## config.mk

```make
export PLATFORM = sky130hd
export DESIGN_NAME = alu_operand_loader
export DESIGN_NICKNAME = d
export VERILOG_FILES = /design/src/rtl/alu_pkg.sv /design/src/rtl/debouncer.sv /design/src/rtl/alu_operand_loader.sv
export SDC_FILE = /design/constraint.sdc
export NUM_CORES = 1
export LEC_CHECK = 0
export CELL_PAD_IN_SITES_DETAIL_PLACEMENT = 1
export CELL_PAD_IN_SITES_GLOBAL_PLACEMENT = 1
export CORE_MARGIN = 2
export CORE_UTILIZATION = 25
export CTS_CLUSTER_DIAMETER = 30
export DETAILED_ROUTE_END_ITERATION = 10
export DONT_BUFFER_PORTS = 1
export PLACE_DENSITY = 0.45
export SLEW_MARGIN = 20
export SYNTH_ARGS = -nofsm -noshare
export SYNTH_HDL_FRONTEND = slang
export SYNTH_HIERARCHICAL = 1
export SYNTH_SLANG_ARGS = --single-unit
```

## constraint.sdc

```tcl
create_clock -name clk -period 2 [get_ports clk]
set_input_delay 0.3 -clock clk [delete_from_list [all_inputs] [get_ports clk]]
set_output_delay 0.3 -clock clk [all_outputs]
set_load 0.01 [all_outputs]
```

## src/rtl/alu_pkg.sv

```systemverilog
// Shared ALU definitions: opcode encodings used by the ALU and the
// operand loader, plus the loader's state encoding (driven onto status LEDs).
package alu_pkg;

  localparam int OPCODE_W = 6;

  localparam logic [OPCODE_W-1:0] OP_ADD = 6'b100000;
  localparam logic [OPCODE_W-1:0] OP_SUB = 6'b100010;
  localparam logic [OPCODE_W-1:0] OP_AND = 6'b100100;
  localparam logic [OPCODE_W-1:0] OP_OR  = 6'b100101;
  localparam logic [OPCODE_W-1:0] OP_XOR = 6'b100110;
  localparam logic [OPCODE_W-1:0] OP_NOR = 6'b100111;
  localparam logic [OPCODE_W-1:0] OP_SRL = 6'b000010;
  localparam logic [OPCODE_W-1:0] OP_SRA = 6'b000011;

  // Opcode the loader presents after reset, so the ALU computes A+B by default.
  localparam logic [OPCODE_W-1:0] OP_RESET = OP_ADD;

  // Encoding is visible on the stage LEDs, so the values are fixed.
  typedef enum logic [1:0] {
    LOAD_A  = 2'd0,
    LOAD_B  = 2'd1,
    LOAD_OP = 2'd2,
    READY   = 2'd3
  } loader_state_t;

endpackage

```

## src/rtl/debouncer.sv

```systemverilog
// Push-button front end: 2-flop synchroniser, stability counter and a
// single-cycle pulse on each accepted rising level.
module debouncer #(
  parameter int DEBOUNCE_CYCLES = 1_000_000
) (
  input  logic clk,
  input  logic reset,
  input  logic btn_in,
  output logic load_pulse
);

  localparam int CNT_W = $clog2(DEBOUNCE_CYCLES + 1);
  localparam logic [CNT_W-1:0] CNT_LAST = CNT_W'(DEBOUNCE_CYCLES - 1);

  logic             btn_meta_reg;
  logic             btn_s_reg;
  logic             deb_reg;
  logic             deb_q_reg;
  logic [CNT_W-1:0] cnt_reg;

  // Bring the asynchronous button into the clock domain.
  always_ff @(posedge clk) begin
    if (reset) begin
      btn_meta_reg <= 1'b0;
      btn_s_reg    <= 1'b0;
    end else begin
      btn_meta_reg <= btn_in;
      btn_s_reg    <= btn_meta_reg;
    end
  end

  // Accept a new level only after it differs from the current one for
  // DEBOUNCE_CYCLES consecutive cycles; any agreement restarts the count.
  always_ff @(posedge clk) begin
    if (reset) begin
      cnt_reg <= '0;
      deb_reg <= 1'b0;
    end else if (btn_s_reg == deb_reg) begin
      cnt_reg <= '0;
    end else if (cnt_reg == CNT_LAST) begin
      deb_reg <= btn_s_reg;
      cnt_reg <= '0;
    end else begin
      cnt_reg <= cnt_reg + CNT_W'(1);
    end
  end

  // Delayed copy of the accepted level for rising-edge detection.
  always_ff @(posedge clk) begin
    if (reset) begin
      deb_q_reg <= 1'b0;
    end else begin
      deb_q_reg <= deb_reg;
    end
  end

  assign load_pulse = deb_reg & ~deb_q_reg;

endmodule

```

## src/rtl/alu_operand_loader.sv

```systemverilog
// Loads switch-bank values into ALU operand registers in the order
// A -> B -> opcode, one register per debounced button press.
module alu_operand_loader
  import alu_pkg::*;
#(
  parameter int BUS_SIZE        = 8,
  parameter int OPCODE_SIZE     = 6,
  parameter int DEBOUNCE_CYCLES = 1_000_000
) (
  input  logic                   clk,
  input  logic                   reset,
  input  logic [BUS_SIZE-1:0]    sw,
  input  logic                   btn_load,
  output logic [BUS_SIZE-1:0]    num1,
  output logic [BUS_SIZE-1:0]    num2,
  output logic [OPCODE_SIZE-1:0] opcode,
  output logic                   valid,
  output logic [1:0]             stage
);

  logic [BUS_SIZE-1:0]    sw_meta_reg;
  logic [BUS_SIZE-1:0]    sw_s_reg;
  logic                   load_pulse;
  loader_state_t          state_reg;
  loader_state_t          state_next;
  logic                   ld_num1;
  logic                   ld_num2;
  logic                   ld_op;
  logic [BUS_SIZE-1:0]    num1_reg;
  logic [BUS_SIZE-1:0]    num2_reg;
  logic [OPCODE_SIZE-1:0] opcode_reg;

  // Bring the asynchronous switch bank into the clock domain.
  always_ff @(posedge clk) begin
    if (reset) begin
      sw_meta_reg <= '0;
      sw_s_reg    <= '0;
    end else begin
      sw_meta_reg <= sw;
      sw_s_reg    <= sw_meta_reg;
    end
  end

  debouncer #(
    .DEBOUNCE_CYCLES(DEBOUNCE_CYCLES)
  ) u_debouncer (
    .clk       (clk),
    .reset     (reset),
    .btn_in    (btn_load),
    .load_pulse(load_pulse)
  );

  // Sequence the loads; a press in READY starts a fresh set at operand A.
  always_comb begin
    state_next = state_reg;
    ld_num1    = 1'b0;
    ld_num2    = 1'b0;
    ld_op      = 1'b0;
    if (load_pulse) begin
      case (state_reg)
        LOAD_A: begin
          ld_num1    = 1'b1;
          state_next = LOAD_B;
        end
        LOAD_B: begin
          ld_num2    = 1'b1;
          state_next = LOAD_OP;
        end
        LOAD_OP: begin
          ld_op      = 1'b1;
          state_next = READY;
        end
        default: begin
          ld_num1    = 1'b1;
          state_next = LOAD_B;
        end
      endcase
    end
  end

  // State register.
  always_ff @(posedge clk) begin
    if (reset) begin
      state_reg <= LOAD_A;
    end else begin
      state_reg <= state_next;
    end
  end

  // Operand registers; unselected registers hold their value.
  always_ff @(posedge clk) begin
    if (reset) begin
      num1_reg   <= '0;
      num2_reg   <= '0;
      opcode_reg <= OPCODE_SIZE'(OP_RESET);
    end else begin
      if (ld_num1) num1_reg   <= sw_s_reg;
      if (ld_num2) num2_reg   <= sw_s_reg;
      if (ld_op)   opcode_reg <= sw_s_reg[OPCODE_SIZE-1:0];
    end
  end

  assign num1   = num1_reg;
  assign num2   = num2_reg;
  assign opcode = opcode_reg;
  assign stage  = state_reg;
  assign valid  = (state_reg == READY);

endmodule

```

# Word level (Yosys, flattened, before mapping)
# Index checks and enable logic that the tools add are counted.
dict set report classes {
  n_addsub 1
  eq_ne 5
  mux 7
  n_bitwise 3
  n_reduce_logical 3
}
# operator count
set op_table {}
lappend op_table {{20-bit by 1-bit adder with 20-bit output, second input constant} 1}
lappend op_table {{20-bit equality test, second input constant} 1}
lappend op_table {{1-bit 2-to-1 mux} 6}
lappend op_table {{2-bit equality test, second input constant} 2}
lappend op_table {{2-bit one-hot mux with 2 select lines} 1}
lappend op_table {{3-bit OR reduction} 1}
lappend op_table {{2-bit by 1-bit equality test with 1-bit output, second input constant} 1}
lappend op_table {{1-bit inverter} 2}
lappend op_table {{2-bit AND reduction} 1}
lappend op_table {{2-bit OR reduction} 1}
lappend op_table {{1-bit AND} 1}
lappend op_table {{1-bit equality test} 1}
dict set report word_totals {
  ff_bits 64
  output_inout_bits 25
}

# Logic depth before layout (Yosys ltp)
dict set report logic_depth {
  word_depth 4
  mapped_depth 7
  mapped_depth_nobuf 5
}

# Hierarchy
# The synthesis kept the hierarchy.
# mod instances cells_per_inst area_per_inst_um2 seq_area_each_um2
set modules_own_cells {}
lappend modules_own_cells {alu_operand_loader 1 127 1450.1 800.8}
lappend modules_own_cells {debouncer 1 116 1048.5 480.5}

# Least setup slack after synthesis
# No wires, ideal clock.
dict set report synth_timing {
  path_type {flip-flop to flip-flop}
  from {register u_debouncer.cnt_reg[0]}
  to {register u_debouncer.cnt_reg[18]}
  setup_ps 70
  t_arrival_ps 1903
  required_time_ps 1930
  setup_slack_ps 27
  path_stages_with_launch 7
  n_path_buf 1
  period_less_slack_ps 1973
  path_cell_list {dfxtp_1 > ha_1 > nand2_4 > or4_1 > buf_2 > or4_1 > a21oi_1}
}
dict set report synth_via {
  elab_chain_cells 2
}
# item line
set synth_rtl {}
lappend synth_rtl {{start: declaration} debouncer.sv:19} ;# logic [CNT_W-1:0] cnt_reg;
lappend synth_rtl {{start signal: assignment} debouncer.sv:44} ;# cnt_reg <= cnt_reg + CNT_W'(1);
lappend synth_rtl {{branches (longest 2 deep; another with 20-bit by 1-bit adder with 20-bit output)} -}
# Several ways; the timed one is not identified.
# A chain may end at the register's enable or synchronous reset.

# Worst setup path in the final report
dict set report layout_timing {
  from {register u_debouncer.cnt_reg[1]}
  to {register u_debouncer.cnt_reg[14]}
}
# The elaborated chain is that of the path after synthesis.

==> metrics.yaml <==
status: "complete, no violations"
die_w_um: 104
die_y_um: 104
post-route-util: 0.301
yosys.cell_types.count: 36
antenna_left: 0
nets: 271
maxCapViolations: 0
wire_per_inst_um: 13.3
slew_headroom: 0.667
antennaDiodeCount: 0
synth_ff_type: "dfxtp_1"
fmax_mhz: 540
grt_pass1_wl_um: 8740
cts_buffers: 9
syn_to_final_growth_pct: 17.3
setup_violations: 0
min_path_type: "in -> reg"
syn_nets: 258
h-tree-depth: 3
seq_area_frac_synth: 0.513
path_class: "reg -> reg"
insertion_delay_ns: 0.34
drtIter0Drc: 54
synth_area_per_cell_sq_um: 10.3
root_buffer: "clkbuf_8"
ys_ff_latch: 64
tritoncts: "done"
pwr_density_cell_nw_per_um2: 877
finalClockSkew_ns: 0.00681
ys_async_sr_fraction: 0
wl_um: 5230
core_area_sq_um: 9730
overflow: 0
start_util: 0.257
critPathLaunchType: "flop"
largest_reg_flops: 20
clkTransAtPathRegs_ns: 0.08
place.gp.congestion: 0.676
r2r_slack_ns: 0.15
first_pass_iters: 4
drc: 0
die_area_sq_um: 10800
ioPinCount: 36
drive_above_1_share: 0.161
ir_drop_uv: 378
crit_chain: "ha_4, nand2_4, or4_1, buf_4, or3_1, a21oi_1"
globalRouteTotalUtil: 0.104
synth_edf_count: 0
end_kind: "flop"
cp_data_required_time_ns: 2.27
syn_inst: 243
yosysWarnings: 6
crit_fanout: 6
netlist_area_sq_um: 2500
post-dp-hpwl_um: 3520
viasPerCell: 4.23
cts_buffer_depth: 2
port_buffers: 0
antenna_found_initial: 0
num_rows: 36
drv_slew: 0
leakage_nw: 1.05
cpMaxStageDelayCell: "or4_1"
finalSetupTns_ns: 0
vias: 1667
cts_num_sinks: 64
critPathMaxStageDelay_ns: 0.55
rsz0062_at_grt: "false"
grt_max_degree: 48
cp.arrival_ns: 2.12
grt_pass1_vias: 1711
hold_viol_final: 0
min_period_ns: 1.85
tightest_slew_ns: 0.492
post-route-period-util: 0.926
cell usage in the layout (no fill, tap or decap), types with 5 or more instances in the layout:
| master | netlist | layout |
|---|---|---|
| dfxtp_1 | 64 | 61 |
| nand2b_1 | 29 | 29 |
| nor2b_1 | 21 | 21 |
| mux2i_1 | 21 | 21 |
| nor2_1 | 16 | 16 |
| buf_4 | 0 | 12 |
| clkbuf_8 | 0 | 9 |
| xnor2_1 | 9 | 9 |
| inv_1 | 7 | 7 |
| a21oi_1 | 7 | 7 |
| nand3_1 | 6 | 6 |
| or3_1 | 6 | 6 |
| o21ai_0 | 5 | 5 |
synth_stat cells (4+ instances only):
library cell	instances	area, sq um
nand2b_1	29	181
mux2i_1	21	210
inv_1	7	26.3
clkbuf_1	4	15.0
nor2b_1	21	131
nor3_1	4	20.0
nand3_1	6	30.0
or4_1	4	30.0
nor2_1	16	60.1
dfxtp_1	64	1280
ha_1	4	50.1
buf_6	4	45.0
or3_1	6	37.5
o21ai_0	5	25.0
xnor2_1	9	78.8
a21oi_1	7	35.0
nand2_1	4	15.0
layer usage:
metal,GRT usage,vias to the layer above,wire (um)
met5,0,-,0
met4,0.0434,0,85
met3,0.0395,7,239
met2,0.163,28,2460
met1,0.128,798,2440
li1,-,834,-
worst paths after layout:
kind,from,endpoint,cells after the start
max reg2reg,u_debouncer/cnt_reg[1],u_debouncer/cnt_reg[14],6
max,u_debouncer/cnt_reg[1],u_debouncer/cnt_reg[14],6
min,reset,u_debouncer/cnt_reg[2],1
min reg2reg,sw_meta_reg[1],sw_s_reg[1],1
per-stage QoR:
stage | power [mW] | instance area [sq um] | setup slack (ns) | hold WS, ns | instances
after detailed placement | 1.36 | 2680 | 0.0782 | 0.376 | 377
after global placement | 1.36 | 2680 | 0.122 | 0.374 | 377
final | 2.57 | 2930 | 0.147 | 0.0256 | 394
after global routing | 2.69 | 2930 | 0.0168 | 0.00634 | 394
after floorplan | 1.36 | 2500 | 0.0268 | 0.372 | 243
after CTS | 2.63 | 2910 | 0.0609 | 0.0000417 | 394
critical path, delay by kind of cell (launching register included):
family / cells / cell delay, ns
fa+ha+maj: 1 / 0.16
buf+inv: 1 / 0.18
simple gates: 3 / 0.95
flops: 1 / 0.37
compound gates: 1 / 0.14
what timing repair did:
| item | CTS | global route |
|---|---|---|
| resized for setup | 0 | 6 |
| setup endpoints to repair | 0 | 4 |
| endpoints found under the hold margin | 8 | 0 |
| hold buffers | 1 | 0 |
| setup buffers | 0 | 0 |
cell type report:
| class | instances | area, sq um |
|---|---|---|
| well taps | 133 | 166 |
| inverters | 7 | 26.3 |
| flip-flops and latches | 64 | 1280 |
| multi-input cells | 161 | 1130 |
| clock inverters | 6 | 92.6 |
| clock buffers | 10 | 128 |
| fillers | 1136 | 6800 |
| repair buffers | 13 | 100 |
logic make-up (layout without fill, tap and decap cells):
| group | after synthesis | after routing | share of synthesized area |
|---|---|---|---|
| muxes | 22 | 22 | 0.0886 |
| AOI/OAI and AO/OA | 16 | 16 | 0.0376 |
| and+or+nand+nor | 107 | 107 | 0.258 |
| xor gates and xnor gates | 12 | 12 | 0.0421 |
| buffers and inverters | 18 | 36 | 0.0406 |
| DFF | 64 | 64 | 0.513 |
| adders and majority gates | 4 | 4 | 0.0200 |
where the power goes:
part           leakage (nW)  total [mW]  internal [mW]  switching [mW]
clock                 0.103        1.24          0.708           0.530
combinational         0.430      0.0364         0.0234          0.0130
sequential            0.521        1.30           1.29         0.00467
total                  1.05        2.57           2.02           0.548
(Power assumes the default switching activity.)
